[src/rtl/dcache_pkg.sv]
// Shared definitions for the dcache store buffer: geometry, size codes and the entry layout.
package dcache_pkg;
  localparam int SB_DEPTH = 4;
  localparam int SB_PTR_W = 2;
  localparam int BLK_W    = 29;

  localparam logic [1:0] WR_SIZE_B = 2'b00;
  localparam logic [1:0] WR_SIZE_H = 2'b01;
  localparam logic [1:0] WR_SIZE_W = 2'b10;
  localparam logic [1:0] WR_SIZE_D = 2'b11;

  typedef struct packed {
    logic [31:0] addr;
    logic [63:0] data;
    logic [1:0]  size;
  } sb_entry_t;
endpackage

[src/rtl/sb_hazard_cmp.sv]
// One hazard comparator: flags a load whose 8B block equals a valid store's block or the block after it.
module sb_hazard_cmp
  import dcache_pkg::*;
(
  input  logic             vld,
  input  logic [BLK_W-1:0] blk,
  input  logic [BLK_W-1:0] ld_blk,
  output logic             hit
);
  logic [BLK_W-1:0] blk_nxt;

  // block+1 wraps at 2^29 and covers a store straddling into the next block
  assign blk_nxt = blk + 1'b1;
  assign hit     = vld & ((ld_blk == blk) | (ld_blk == blk_nxt));
endmodule

[src/rtl/dcache_store_buffer.sv]
// In-order store queue feeding the dcache write port; stalls only when full and flags load hazards.
module dcache_store_buffer
  import dcache_pkg::*;
#(
  parameter int DEPTH  = SB_DEPTH,
  parameter int PTR_W  = SB_PTR_W,
  parameter int DATA_W = 64
) (
  input  logic              clk,
  input  logic              reset,
  input  logic              st_valid,
  output logic              st_ready,
  input  logic [31:0]       st_address,
  input  logic [DATA_W-1:0] st_data,
  input  logic [1:0]        st_size,
  output logic              wr_req_valid,
  input  logic              wr_req_ready,
  output logic [31:0]       wr_req_address,
  output logic [DATA_W-1:0] wr_req_data,
  output logic [1:0]        wr_size,
  input  logic [31:0]       ld_check_addr,
  output logic              ld_hazard,
  output logic [PTR_W:0]    count,
  output logic              empty
);
  localparam int               CNT_W    = PTR_W + 1;
  localparam logic [CNT_W-1:0] FULL_CNT = CNT_W'(DEPTH);

  logic [PTR_W-1:0]  head;
  logic [PTR_W-1:0]  tail;
  logic [DEPTH-1:0]  vld;
  logic [31:0]       addr_q [DEPTH];
  logic [DATA_W-1:0] data_q [DEPTH];
  logic [1:0]        size_q [DEPTH];
  logic              push;
  logic              pop;
  logic [DEPTH:0]    hit;
  logic              unused_ld_lsb;

  // No full-bypass: st_ready depends only on the registered count
  assign st_ready     = (count != FULL_CNT);
  assign wr_req_valid = (count != '0);
  assign empty        = (count == '0);
  assign push         = st_valid & st_ready;
  assign pop          = wr_req_valid & wr_req_ready;

  assign wr_req_address = addr_q[head];
  assign wr_req_data    = data_q[head];
  assign wr_size        = size_q[head];

  always_ff @(posedge clk or negedge reset) begin
    if (!reset) begin
      head  <= '0;
      tail  <= '0;
      count <= '0;
      vld   <= '0;
    end else begin
      if (push) begin
        tail      <= tail + 1'b1;
        vld[tail] <= 1'b1;
      end
      if (pop) begin
        head      <= head + 1'b1;
        vld[head] <= 1'b0;
      end
      case ({push, pop})
        2'b10:   count <= count + 1'b1;
        2'b01:   count <= count - 1'b1;
        default: count <= count;
      endcase
    end
  end

  // Payload storage is not reset; entry validity lives in vld
  always_ff @(posedge clk) begin
    if (push) begin
      addr_q[tail] <= st_address;
      data_q[tail] <= st_data;
      size_q[tail] <= st_size;
    end
  end

  for (genvar i = 0; i < DEPTH; i++) begin : g_ent_cmp
    sb_hazard_cmp u_cmp (
      .vld    (vld[i]),
      .blk    (addr_q[i][31:3]),
      .ld_blk (ld_check_addr[31:3]),
      .hit    (hit[i])
    );
  end

  // The store being accepted this cycle is older than the load
  sb_hazard_cmp u_cmp_in (
    .vld    (push),
    .blk    (st_address[31:3]),
    .ld_blk (ld_check_addr[31:3]),
    .hit    (hit[DEPTH])
  );

  assign ld_hazard     = |hit;
  assign unused_ld_lsb = ^ld_check_addr[2:0];
endmodule

[config.mk]
export PLATFORM = sky130hd
export DESIGN_NAME = dcache_store_buffer
export DESIGN_NICKNAME = d
export VERILOG_FILES = /design/src/rtl/dcache_pkg.sv /design/src/rtl/sb_hazard_cmp.sv /design/src/rtl/dcache_store_buffer.sv
export SDC_FILE = /design/constraint.sdc
export NUM_CORES = 1
export LEC_CHECK = 0
export CAP_MARGIN = 10
export CELL_PAD_IN_SITES_DETAIL_PLACEMENT = 0
export CELL_PAD_IN_SITES_GLOBAL_PLACEMENT = 1
export CORE_ASPECT_RATIO = 0.6
export CORE_MARGIN = 10
export CORE_UTILIZATION = 47
export DETAILED_ROUTE_END_ITERATION = 6
export PLACE_DENSITY_LB_ADDON = 0.1
export SLEW_MARGIN = 5
export SYNTH_ARGS = -nofsm -noshare
export SYNTH_HDL_FRONTEND = slang
export SYNTH_SLANG_ARGS = --single-unit
[constraint.sdc]
create_clock -name clk -period 4.6 [get_ports clk]
set_input_delay 0.92 -clock clk [delete_from_list [all_inputs] [get_ports clk]]
set_output_delay 0.92 -clock clk [all_outputs]
set_load 0.05 [all_outputs]
==> metrics.yaml <==
cells_and_area:
  fillers: 3270
  diodes: 0
  layout_commonest_cell: "edfxtp_1"
  drive_above_1_share_pct: 28.3
  instances_no_fill: 2577
  final_cell_mix: "392 x edfxtp_1, 266 x buf_4, 203 x clkdlybuf4s50_1, 109 x xnor2_1, 97 x mux4_2"
  area_delta_synth_final_pct: 34.5
  finalNetCount: 2118
placed_design:
  placedCellCount: 2450
  gp_congestion: 1.01
  io_buffers: 235
  place_hpwl_mm: 55.5
clocking:
  tritoncts: "built"
  htreeDepth: 2
  clock_path_buffers: 3
  clock_latency_ns: 0.57
  hold_buffers: 0
  cts_root_buf: "clkbuf_16"
  numCtsBuffers: 38
  cts_num_sinks: 403
  clkTransAtPathRegs_ns: 0.07
synthesis:
  ys_types: 97
  synth_edf_count: 392
  synth_top_family_by_area: "simple AND/OR/NAND/NOR gates"
  synth_top_area_cell: "edfxtp_1"
  avgSynthCellArea_um2: 14.1
  yosysWarnings: 0
  syn-cell-area_um2: 20800
  synth-simple-area-share_pct: 12.8
  synth.area.mux_share_pct: 11.2
  async_flop_share_pct: 2.73
  synth_area_leaders: "edfxtp_1 57%, mux4_2 10%, xnor2_1 5.2%"
  yosysTopAreaCellShare_pct: 56.5
  synth_compound_area_share_pct: 5.95
  synth_xor_area_share_pct: 8.82
  netlist_instances: 1472
  ys.flop_type: "edfxtp_1"
  synth-seq-area-share_pct: 57.9
  ys_ff_latch: 403
  synth_fp_nets: 1621
  synthAdderAreaFrac_pct: 0.938
routing:
  vias_per_cell: 6.10
  drc: 0
  post_drt_wl_per_cell_um: 28.2
  wirelength_mm: 72.7
  dr.pass1.iters: 6
  detail_route.iter0.violations: 1996
  vias: 15700
  drtAntennaViolNets: 0
power_and_ir_drop:
  p_per_area_nw_per_um2: 568
  vdd_drop_max_mv: 0.373
  pwr-share-clk_pct: 19.3
  pwr-share-comb_pct: 46.7
  p_leak_nw: 9.78
  internal_power_mw: 9.39
  switching_share_pct: 40.9
  p_seq_share_pct: 34.0
  switching_power_mw: 6.51
floorplanning:
  die_h_um: 183
  coreArea_um2: 43600
  die_x_um: 292
  ios: 239
  rows: 59
  dieArea_um2: 53400
  initial_utilization_pct: 47.8
sta:
  maxSlewViolCount: 0
  fin_crit_ns: 4.64
  final.setup_skew_ns: 0.0212
  slew_headroom_pct: 45.6
  hold_violations: 0
  setup_slack_ns: -0.0353
  tightest_slew_ns: 0.809
  fmax_mhz: 216
  hold_ws_ns: 0.594
  setup_viol: 1
  post-route-period-util_pct: 101
global_route:
  grt_remaining_overflow: 0
  grt_pass1_vias: 15100
  grt_max_degree: 62
  antenna_found_initial: 2
  grt_pass1_wl_mm: 103
  track_usage_pct: 26.3
outcome:
  violations: "setup timing"
  status: "finished with violations"
critical_path:
  critPathLaunchType: "input pin"
  cp_data_required_time_ns: 3.68
  arrival_ns: 3.72
  worst-setup-path-type: "in2out"
  crit_fanout: 4
  cp-end-kind: "primary output"
worst_hold_path:
  hold_path_class: "reg2reg"
run:
  max_cap_violations: 0
==> worst paths after layout <==
kind                                   startpoint       endpoint  slack (ns)  cells after the start
min in group asynchronous                   reset        head[1]        0.72                      1
worst min-delay path                     count[0]       count[0]        0.59                      1
worst max-delay path            ld_check_addr[10]      ld_hazard       -0.04                     11
worst min register to register           count[0]       count[0]        0.59                      1
max in group asynchronous                   reset        head[0]        3.47                      1
worst max register to register           count[0]  addr_q[3][27]        2.07                      6
==> sequential cells by signal (all words and copies together) (netlist names) <==
signal / cells
data_q: 256
addr_q: 128
size_q: 8
vld: 4
count: 3
head: 2
tail: 2
==> worst max-delay path: stages <==
cell and delay, ns:
dlygate4sd2_1 0.26, buf_12 0.15, xor2_4 0.17, or2_1 0.23, a211oi_2 0.23, o22ai_1 0.13, or4_4 0.55, a211oi_2 0.22
nand4_1 0.33, o2111ai_4 0.34, buf_12 0.17
==> kinds of logic after synthesis <==
group / after synthesis
buffers and inverters: 118
xor gates and xnor gates: 208
DFF: 403
AOI/OAI and AO/OA: 179
and+or+nand+nor: 440
muxes: 109
adders and majority gates: 15
==> repair_timing <==
item	4_1_cts	5_1_grt
buffers inserted	21	38
pin swaps	29	42
gates resized for setup	79	73
setup endpoints to repair	1	1
==> Yosys cell counts (32+ instances only) <==
cell / instances
nand3_1: 55
a21oi_1: 41
xnor2_1: 124
clkbuf_1: 44
inv_1: 32
nor3_1: 32
xor2_1: 83
o21ai_0: 34
nand4_1: 67
nand2_1: 58
nor2_1: 44
mux4_2: 97
edfxtp_1: 392
==> layout make-up <==
cell class	count	area [um2]	area share, %
Clock buffer	44	973	3.48
Clock inverter	25	229	0.818
Inverter	32	124	0.442
Multi-Input combinational cell	951	8830	31.5
Sequential cell	403	12100	43.1
Tap cell	579	724	2.59
Timing Repair Buffer	543	5060	18.1
==> per-stage QoR <==
| step | setup WS [ns] | TNS [ns] | utilization (%) | area (um2) | power (mW) |
|---|---|---|---|---|---|
| finish | -0.0353 | -0.0353 | 64.3 | 28000 | 15.9 |
| global route | -0.0354 | -0.0354 | 64.3 | 28000 | 16.5 |
| CTS | 0.00196 | 0 | 62.8 | 27400 | 15.9 |
| detailed placement | -0.464 | -0.464 | 58.8 | 25600 | 12.7 |
| global placement | -0.514 | -0.514 | 58.8 | 25600 | 12.6 |
| floorplan | 0.430 | 0 | - | 20800 | 9.93 |
==> metal layers <==
metal / GRT usage [%] / routed length [um]
met1: 38.5 / 31800
met2: 35.0 / 29100
met3: 13.4 / 10900
met4: 3.47 / 750
met5: 0 / 136
==> power groups by stage <==
stage / combinational (mW) / sequential, mW / clock, mW
6_report: 7.42 / 5.40 / 3.08
5_1_grt: 7.73 / 5.47 / 3.28
4_1_cts: 7.37 / 5.39 / 3.12
3_5_place_dp: 7.23 / 5.49 / 0
3_3_place_gp: 7.20 / 5.45 / 0
2_1_floorplan: 4.66 / 5.27 / 0
No activity file was read; power rests on OpenSTA's default activity.
